<file path="src/rtl/ff_pack_reader_if.sv">
// FIFO read side and packet handshake of ff_pack_reader, grouped as one bus.
interface ff_pack_reader_if #(
  parameter int DATA_WIDTH    = 8,
  parameter int NUM_WORDS     = 4,
  parameter int PKT_CNT_WIDTH = 16
);
  logic [DATA_WIDTH-1:0]           ff_data_i;
  logic                            ff_empty_i;
  logic                            ff_rd_valid_o;
  logic [NUM_WORDS*DATA_WIDTH-1:0] pkt_data_o;
  logic                            pkt_valid_o;
  logic                            pkt_ready_i;
  logic [PKT_CNT_WIDTH-1:0]        pkt_cnt_o;

  modport master (
    input  ff_data_i, ff_empty_i, pkt_ready_i,
    output ff_rd_valid_o, pkt_data_o, pkt_valid_o, pkt_cnt_o
  );

  modport slave (
    output ff_data_i, ff_empty_i, pkt_ready_i,
    input  ff_rd_valid_o, pkt_data_o, pkt_valid_o, pkt_cnt_o
  );
endinterface

</file>
<file path="src/rtl/ff_pack_reader.sv">
// Pops words from the ff FIFO and packs NUM_WORDS of them into one packet
// presented over valid/ready.
//   state | meaning
//   FILL  | issuing FIFO reads and capturing returned words
//   HOLD  | packet presented, waiting for pkt_ready_i
module ff_pack_reader #(
  parameter int DATA_WIDTH    = 8,
  parameter int NUM_WORDS     = 4,
  parameter int CNT_WIDTH     = $clog2(NUM_WORDS+1),
  parameter int PKT_CNT_WIDTH = 16
) (
  input logic              clk,
  input logic              rst,
  ff_pack_reader_if.master bus
);
  typedef enum logic {FILL = 1'b0, HOLD = 1'b1} state_t;

  localparam logic [CNT_WIDTH-1:0] MAX_RD    = CNT_WIDTH'(NUM_WORDS);
  localparam logic [CNT_WIDTH-1:0] LAST_WORD = CNT_WIDTH'(NUM_WORDS-1);

  state_t                          state_q, state_d;
  logic [CNT_WIDTH-1:0]            rd_cnt_q, rd_cnt_d;
  logic [CNT_WIDTH-1:0]            cap_cnt_q, cap_cnt_d;
  logic                            rd_pend_q;
  logic [NUM_WORDS*DATA_WIDTH-1:0] pkt_data_q, pkt_data_d;
  logic                            pkt_valid_q, pkt_valid_d;
  logic [PKT_CNT_WIDTH-1:0]        pkt_cnt_q, pkt_cnt_d;
  logic                            rd_en;
  logic                            xfer;

  // Gated by rst so no pop escapes while the block is held in reset.
  assign rd_en = !rst && (state_q == FILL) && !bus.ff_empty_i && (rd_cnt_q < MAX_RD);
  assign xfer  = pkt_valid_q && bus.pkt_ready_i;

  always_comb begin
    state_d     = state_q;
    rd_cnt_d    = rd_cnt_q;
    cap_cnt_d   = cap_cnt_q;
    pkt_data_d  = pkt_data_q;
    pkt_valid_d = pkt_valid_q;
    pkt_cnt_d   = pkt_cnt_q;
    unique case (state_q)
      FILL: begin
        if (rd_en) begin
          rd_cnt_d = rd_cnt_q + CNT_WIDTH'(1);
        end
        if (rd_pend_q) begin
          for (int i = 0; i < NUM_WORDS; i++) begin
            if (cap_cnt_q == CNT_WIDTH'(i)) begin
              pkt_data_d[i*DATA_WIDTH +: DATA_WIDTH] = bus.ff_data_i;
            end
          end
          cap_cnt_d = cap_cnt_q + CNT_WIDTH'(1);
          if (cap_cnt_q == LAST_WORD) begin
            state_d     = HOLD;
            pkt_valid_d = 1'b1;
          end
        end
      end
      HOLD: begin
        if (xfer) begin
          state_d     = FILL;
          pkt_valid_d = 1'b0;
          rd_cnt_d    = '0;
          cap_cnt_d   = '0;
          pkt_cnt_d   = pkt_cnt_q + PKT_CNT_WIDTH'(1);
        end
      end
      default: state_d = FILL;
    endcase
  end

  always_ff @(posedge clk or posedge rst) begin
    if (rst) begin
      state_q     <= FILL;
      rd_cnt_q    <= '0;
      cap_cnt_q   <= '0;
      rd_pend_q   <= 1'b0;
      pkt_data_q  <= '0;
      pkt_valid_q <= 1'b0;
      pkt_cnt_q   <= '0;
    end else begin
      state_q     <= state_d;
      rd_cnt_q    <= rd_cnt_d;
      cap_cnt_q   <= cap_cnt_d;
      rd_pend_q   <= rd_en;
      pkt_data_q  <= pkt_data_d;
      pkt_valid_q <= pkt_valid_d;
      pkt_cnt_q   <= pkt_cnt_d;
    end
  end

  assign bus.ff_rd_valid_o = rd_en;
  assign bus.pkt_data_o    = pkt_data_q;
  assign bus.pkt_valid_o   = pkt_valid_q;
  assign bus.pkt_cnt_o     = pkt_cnt_q;
endmodule

</file>
<file path="src/flat_wrapper.sv">
// flat-port wrapper written by rule: the top's interface ports become plain ports
module ff_pack_reader_flat 
#(
  parameter int DATA_WIDTH    = 8,
  parameter int NUM_WORDS     = 4,
  parameter int CNT_WIDTH     = $clog2(NUM_WORDS+1),
  parameter int PKT_CNT_WIDTH = 16
)
  (clk, rst, bus_ff_data_i, bus_ff_empty_i, bus_pkt_ready_i, bus_ff_rd_valid_o, bus_pkt_data_o, bus_pkt_valid_o, bus_pkt_cnt_o);
  ff_pack_reader_if #(.DATA_WIDTH(DATA_WIDTH), .NUM_WORDS(NUM_WORDS), .PKT_CNT_WIDTH(PKT_CNT_WIDTH)) bus_i ();
  input logic clk;
  input logic rst;
  input wire logic [$bits(bus_i.ff_data_i)-1:0] bus_ff_data_i;
  input wire logic [$bits(bus_i.ff_empty_i)-1:0] bus_ff_empty_i;
  input wire logic [$bits(bus_i.pkt_ready_i)-1:0] bus_pkt_ready_i;
  output wire logic [$bits(bus_i.ff_rd_valid_o)-1:0] bus_ff_rd_valid_o;
  output wire logic [$bits(bus_i.pkt_data_o)-1:0] bus_pkt_data_o;
  output wire logic [$bits(bus_i.pkt_valid_o)-1:0] bus_pkt_valid_o;
  output wire logic [$bits(bus_i.pkt_cnt_o)-1:0] bus_pkt_cnt_o;
  assign bus_i.ff_data_i = bus_ff_data_i;
  assign bus_i.ff_empty_i = bus_ff_empty_i;
  assign bus_i.pkt_ready_i = bus_pkt_ready_i;
  assign bus_ff_rd_valid_o = bus_i.ff_rd_valid_o;
  assign bus_pkt_data_o = bus_i.pkt_data_o;
  assign bus_pkt_valid_o = bus_i.pkt_valid_o;
  assign bus_pkt_cnt_o = bus_i.pkt_cnt_o;
  ff_pack_reader #(.DATA_WIDTH(DATA_WIDTH), .NUM_WORDS(NUM_WORDS), .CNT_WIDTH(CNT_WIDTH), .PKT_CNT_WIDTH(PKT_CNT_WIDTH)) u_core (.clk(clk), .rst(rst), .bus(bus_i));
endmodule
</file>
<file path="config.mk">
export PLATFORM = sky130hd
export DESIGN_NAME = ff_pack_reader_flat
export DESIGN_NICKNAME = d
export VERILOG_FILES = /design/src/rtl/ff_pack_reader_if.sv /design/src/rtl/ff_pack_reader.sv /design/src/flat_wrapper.sv
export SDC_FILE = /design/constraint.sdc
export NUM_CORES = 1
export LEC_CHECK = 0
export ABC_AREA = 1
export CAP_MARGIN = 5
export CORE_MARGIN = 3
export CORE_UTILIZATION = 47
export CTS_CLUSTER_DIAMETER = 100
export DETAILED_ROUTE_END_ITERATION = 8
export HOLD_SLACK_MARGIN = 0.03
export PLACE_DENSITY = 0.75
export RECOVER_POWER = 100
export SYNTH_ARGS = -nofsm -noshare
export SYNTH_HDL_FRONTEND = slang
export SYNTH_SLANG_ARGS = --single-unit
export TNS_END_PERCENT = 10
</file>
<file path="constraint.sdc">
create_clock -name clk -period 3.6 [get_ports clk]
set_input_delay 0.72 -clock clk [delete_from_list [all_inputs] [get_ports clk]]
set_output_delay 0.72 -clock clk [all_outputs]
set_load 0.01 [all_outputs]
</file>
==> metrics.md <==
| Metric | Value |
|---|---|
| Status | finished, final reports clean |
| Crit path max fanout | 5 |
| Fin nets | 341 |
| Share of post-route cells with drive strength above 1 | 6.73% |
| DIE AREA | 6220 sq um |
| Worst Tran Pin Value | 1380 ps |
| Final total negative setup slack | 0 ps |
| Tightest slew margin relative to the limit | 8.30% |
| CP most frequent cell | sky130_fd_sc_hd__dlygate4sd3_1 |
| Count of flip-flops with a built-in enable after synthesis | 0 |
| Sink Count | 57 |
| Largest net degree at the start of global routing | 58 |
| Count of warnings emitted by yosys | 0 |
| Cells traversed along the worst timing path | dlygate4sd3_1 > nor2_1 > nand3_1 > inv_1 > dlygate4sd3_1 |
| IO Count | 62 |
| Post-route DRC violation count | 0 |
| Highest achievable clock rate | 338 MHz |
| Number of buffers added on ports | 61 |
| Number of distinct library cells after synthesis | 27 |
| Post-Synthesis Net Count | 272 |
| Leading cell types in the layout, fill and taps excluded | sky130_fd_sc_hd__nand2_1 (69), sky130_fd_sc_hd__dfrtp_1 (57), sky130_fd_sc_hd__dlygate4sd3_1 (52) |
| DR vias | 1882 |
| Flop2flop setup slack | 1900 ps |
| First-pass DRT Iterations | 4 |
| Vias per Instance | 4.78 |
| Sum of overflow across all layers after global routing | 0 |
| Initial Utilization | 50.9% |
| Unrepaired setup endpoints after global routing | false |
| N_diodes | 0 |
| Count of pins over their slew limit | 0 |
| Type of the worst setup path | in2out |
| Number of buffers between clock root and the deepest sink | 2 |
| Instance count of the mapped netlist | 253 |
| Sort of element at the start of the critical path | primary input |
| Number of rows created at floorplan | 25 |
| Fraction of registers with async set/reset | 100% |
| Cell accounting for the most synthesized area | sky130_fd_sc_hd__dfrtp_1 |
| Count of endpoints failing hold in the final timing report | 0 |
| Worst clock skew | 5.61 ps |
| H-tree lvl count | 3 |
| Avg Inst Size Synth | 9.87 sq um |
| Clock transition at path regs | 60 ps |
| Static leakage | 1.63 nW |
| Delay of the slowest cell on the worst path | 620 ps |
| Number of filler instances in the final layout | 404 |
| Post-route insts no fill | 394 |
| Total cell area at the placement stage | 3170 sq um |
| Buffers inserted during post-CTS setup optimization | 0 |
| Post-synthesis register bit count | 57 |
| Number of resized instances in the post-cts repair step | 0 |
| Primary FF master, synth | sky130_fd_sc_hd__dfrtp_1 |
| Total global-route track usage | 17.8% |
| End-of-flow core utilization | 66.4% |
| Final instance area | 3260 sq um |
| # Max-Cap Violations | 0 |
| Worst voltage drop across the vdd grid | 0.000510 V |
| Crit path time final | 2950 ps |
| Crit end category | output pin |
| Final-report setup violation count | 0 |
| Data arrival, critical path | 2230 ps |
| Routed wirelength normalized by instance count | 12.6 microns |
| Source of the critical timing path | rst |
| Ratio of total power to cell area | 732 nW/um^2 |
| Class of the worst hold path | reg2reg |
| Vias in the first global route | 1878 |
| First-pass GRT wire length | 8450 microns |
| DIE HEIGHT | 78.9 microns |
| Initial antenna violation count | 0 |
| Buffer cell driving the clock tree root | sky130_fd_sc_hd__clkbuf_8 |
| Origin of the worst min-delay path | u_core.bus.pkt_data_o[16] |
| Number of design-rule violations left by the first detailed-router iteration | 75 |
| Synth area leaders | sky130_fd_sc_hd__dfrtp_1 (57%), sky130_fd_sc_hd__nand2_1 (10%), sky130_fd_sc_hd__o21ai_0 (6.2%) |
| Total CTS buffers | 9 |
| Chip width | 78.9 microns |
| Data required time at the worst endpoint | 2880 ps |
| Wire length after detailed routing | 4950 microns |
| Highest-delay cell along the critical path | sky130_fd_sc_hd__dlygate4sd3_1 |
| Final period utilization | 82.1% |
| Sequential-to-total area share from yosys stat | 57.1% |
| Commonest non-fill, non-tap cell in the layout | sky130_fd_sc_hd__nand2_1 |
| Total instance count after detailed placement | 378 |
| CTS tree | built |
| Synth-to-layout area growth | 30.5% |
| Routed Antenna Nets | 0 |
| Share of the synthesized area in the top cell type | 57.1% |
| Number of buffers added to fix hold violations after cts | 0 |
| Clock insertion delay at the later pin of the skew report | 330 ps |
| Worst reg2reg startpoint | u_core.bus.pkt_valid_o |
| Standard cell core area | 4910 sq um |
| Global placement routability congestion | 0.727 |
| DPL Wire Length | 3500 microns |
| Post-Synthesis Cell Area | 2500 sq um |
worst max-delay path: cells and delay by family:
kind / cells / cell delay (ps)
buf+inv: 3 / 1310
simple gates: 2 / 200
report_power, final:
group | total (mW) | internal [mW] | leakage, nW | switching (mW)
registers | 1.01 | 0.882 | 0.701 | 0.133
clock network | 0.567 | 0.337 | 0.0974 | 0.230
logic | 0.805 | 0.404 | 0.827 | 0.401
total | 2.39 | 1.62 | 1.63 | 0.764
worst paths after layout:
| path | end | depth (start not counted) |
|---|---|---|
| max | bus_ff_rd_valid_o | 5 |
| min | u_core.bus.pkt_data_o[16] | 2 |
| max reg2reg | u_core.bus.pkt_cnt_o[9] | 4 |
| min reg2reg | u_core.bus.pkt_data_o[16] | 2 |
| max in group asynchronous | u_core.bus.pkt_data_o[21] | 3 |
| min in group asynchronous | u_core.bus.pkt_valid_o | 3 |
registers in the layout, summed over array words and instances (netlist names):
signal and flops:
u_core.bus.pkt_cnt_o 16, u_core.bus.pkt_data_o 32, u_core.bus.pkt_valid_o 1, u_core.cap_cnt_q 3, u_core.rd_cnt_q 3, u_core.rd_pend_q 1
u_core.state_q 1
layout make-up:
type | count | area, sq um | share of cell area [%]
clock buffers | 13 | 149 | 4.57
clock inverters | 3 | 40.0 | 1.23
inverters | 28 | 106 | 3.26
multi-input cells | 164 | 838 | 25.7
flip-flops and latches | 57 | 1430 | 43.8
well taps | 67 | 83.8 | 2.57
repair buffers | 62 | 616 | 18.9
per-stage QoR:
stage | setup slack [ps] | hold WS, ps | power [mW]
finish | 645 | 476 | 2.39
global route | 507 | 498 | 2.57
CTS | 818 | 481 | 2.56
detailed placement | 818 | 473 | 1.98
global placement | 835 | 464 | 1.95
floorplan | 1480 | 446 | 1.47
kinds of logic after synthesis:
| group | count (synthesis) | synth area share [%] |
|---|---|---|
| AOI/OAI and AO/OA | 40 | 8.17 |
| xor gates and xnor gates | 10 | 3.51 |
| adders and majority gates | 7 | 3.51 |
| buffers and inverters | 32 | 5.96 |
| DFF | 57 | 57.1 |
| and+or+nand+nor | 107 | 21.7 |
Yosys cell counts, types with 2 or more instances:
cell type and instances:
sky130_fd_sc_hd__buf_6 3, sky130_fd_sc_hd__dfrtp_1 57, sky130_fd_sc_hd__ha_1 7, sky130_fd_sc_hd__inv_1 25
sky130_fd_sc_hd__nand2_1 67, sky130_fd_sc_hd__nand2_2 2, sky130_fd_sc_hd__nand2_4 2, sky130_fd_sc_hd__nand3_1 9
sky130_fd_sc_hd__nand3_2 2, sky130_fd_sc_hd__nand3_4 4, sky130_fd_sc_hd__nand4_1 4, sky130_fd_sc_hd__nor2_1 11
sky130_fd_sc_hd__nor2_2 3, sky130_fd_sc_hd__o21ai_0 31, sky130_fd_sc_hd__o21ai_1 6, sky130_fd_sc_hd__xnor2_1 4
sky130_fd_sc_hd__xor2_1 6
routing by layer:
metal / vias to the layer above / wire [microns] / GRT usage [%]
li1: 951 / - / -
met1: 872 / 2380 / 22.2
met2: 54 / 2250 / 28.0
met3: 5 / 276 / 6.12
met4: 0 / 42 / 7.73
met5: - / 0 / 0
No activity file was read; power rests on OpenSTA's default activity.
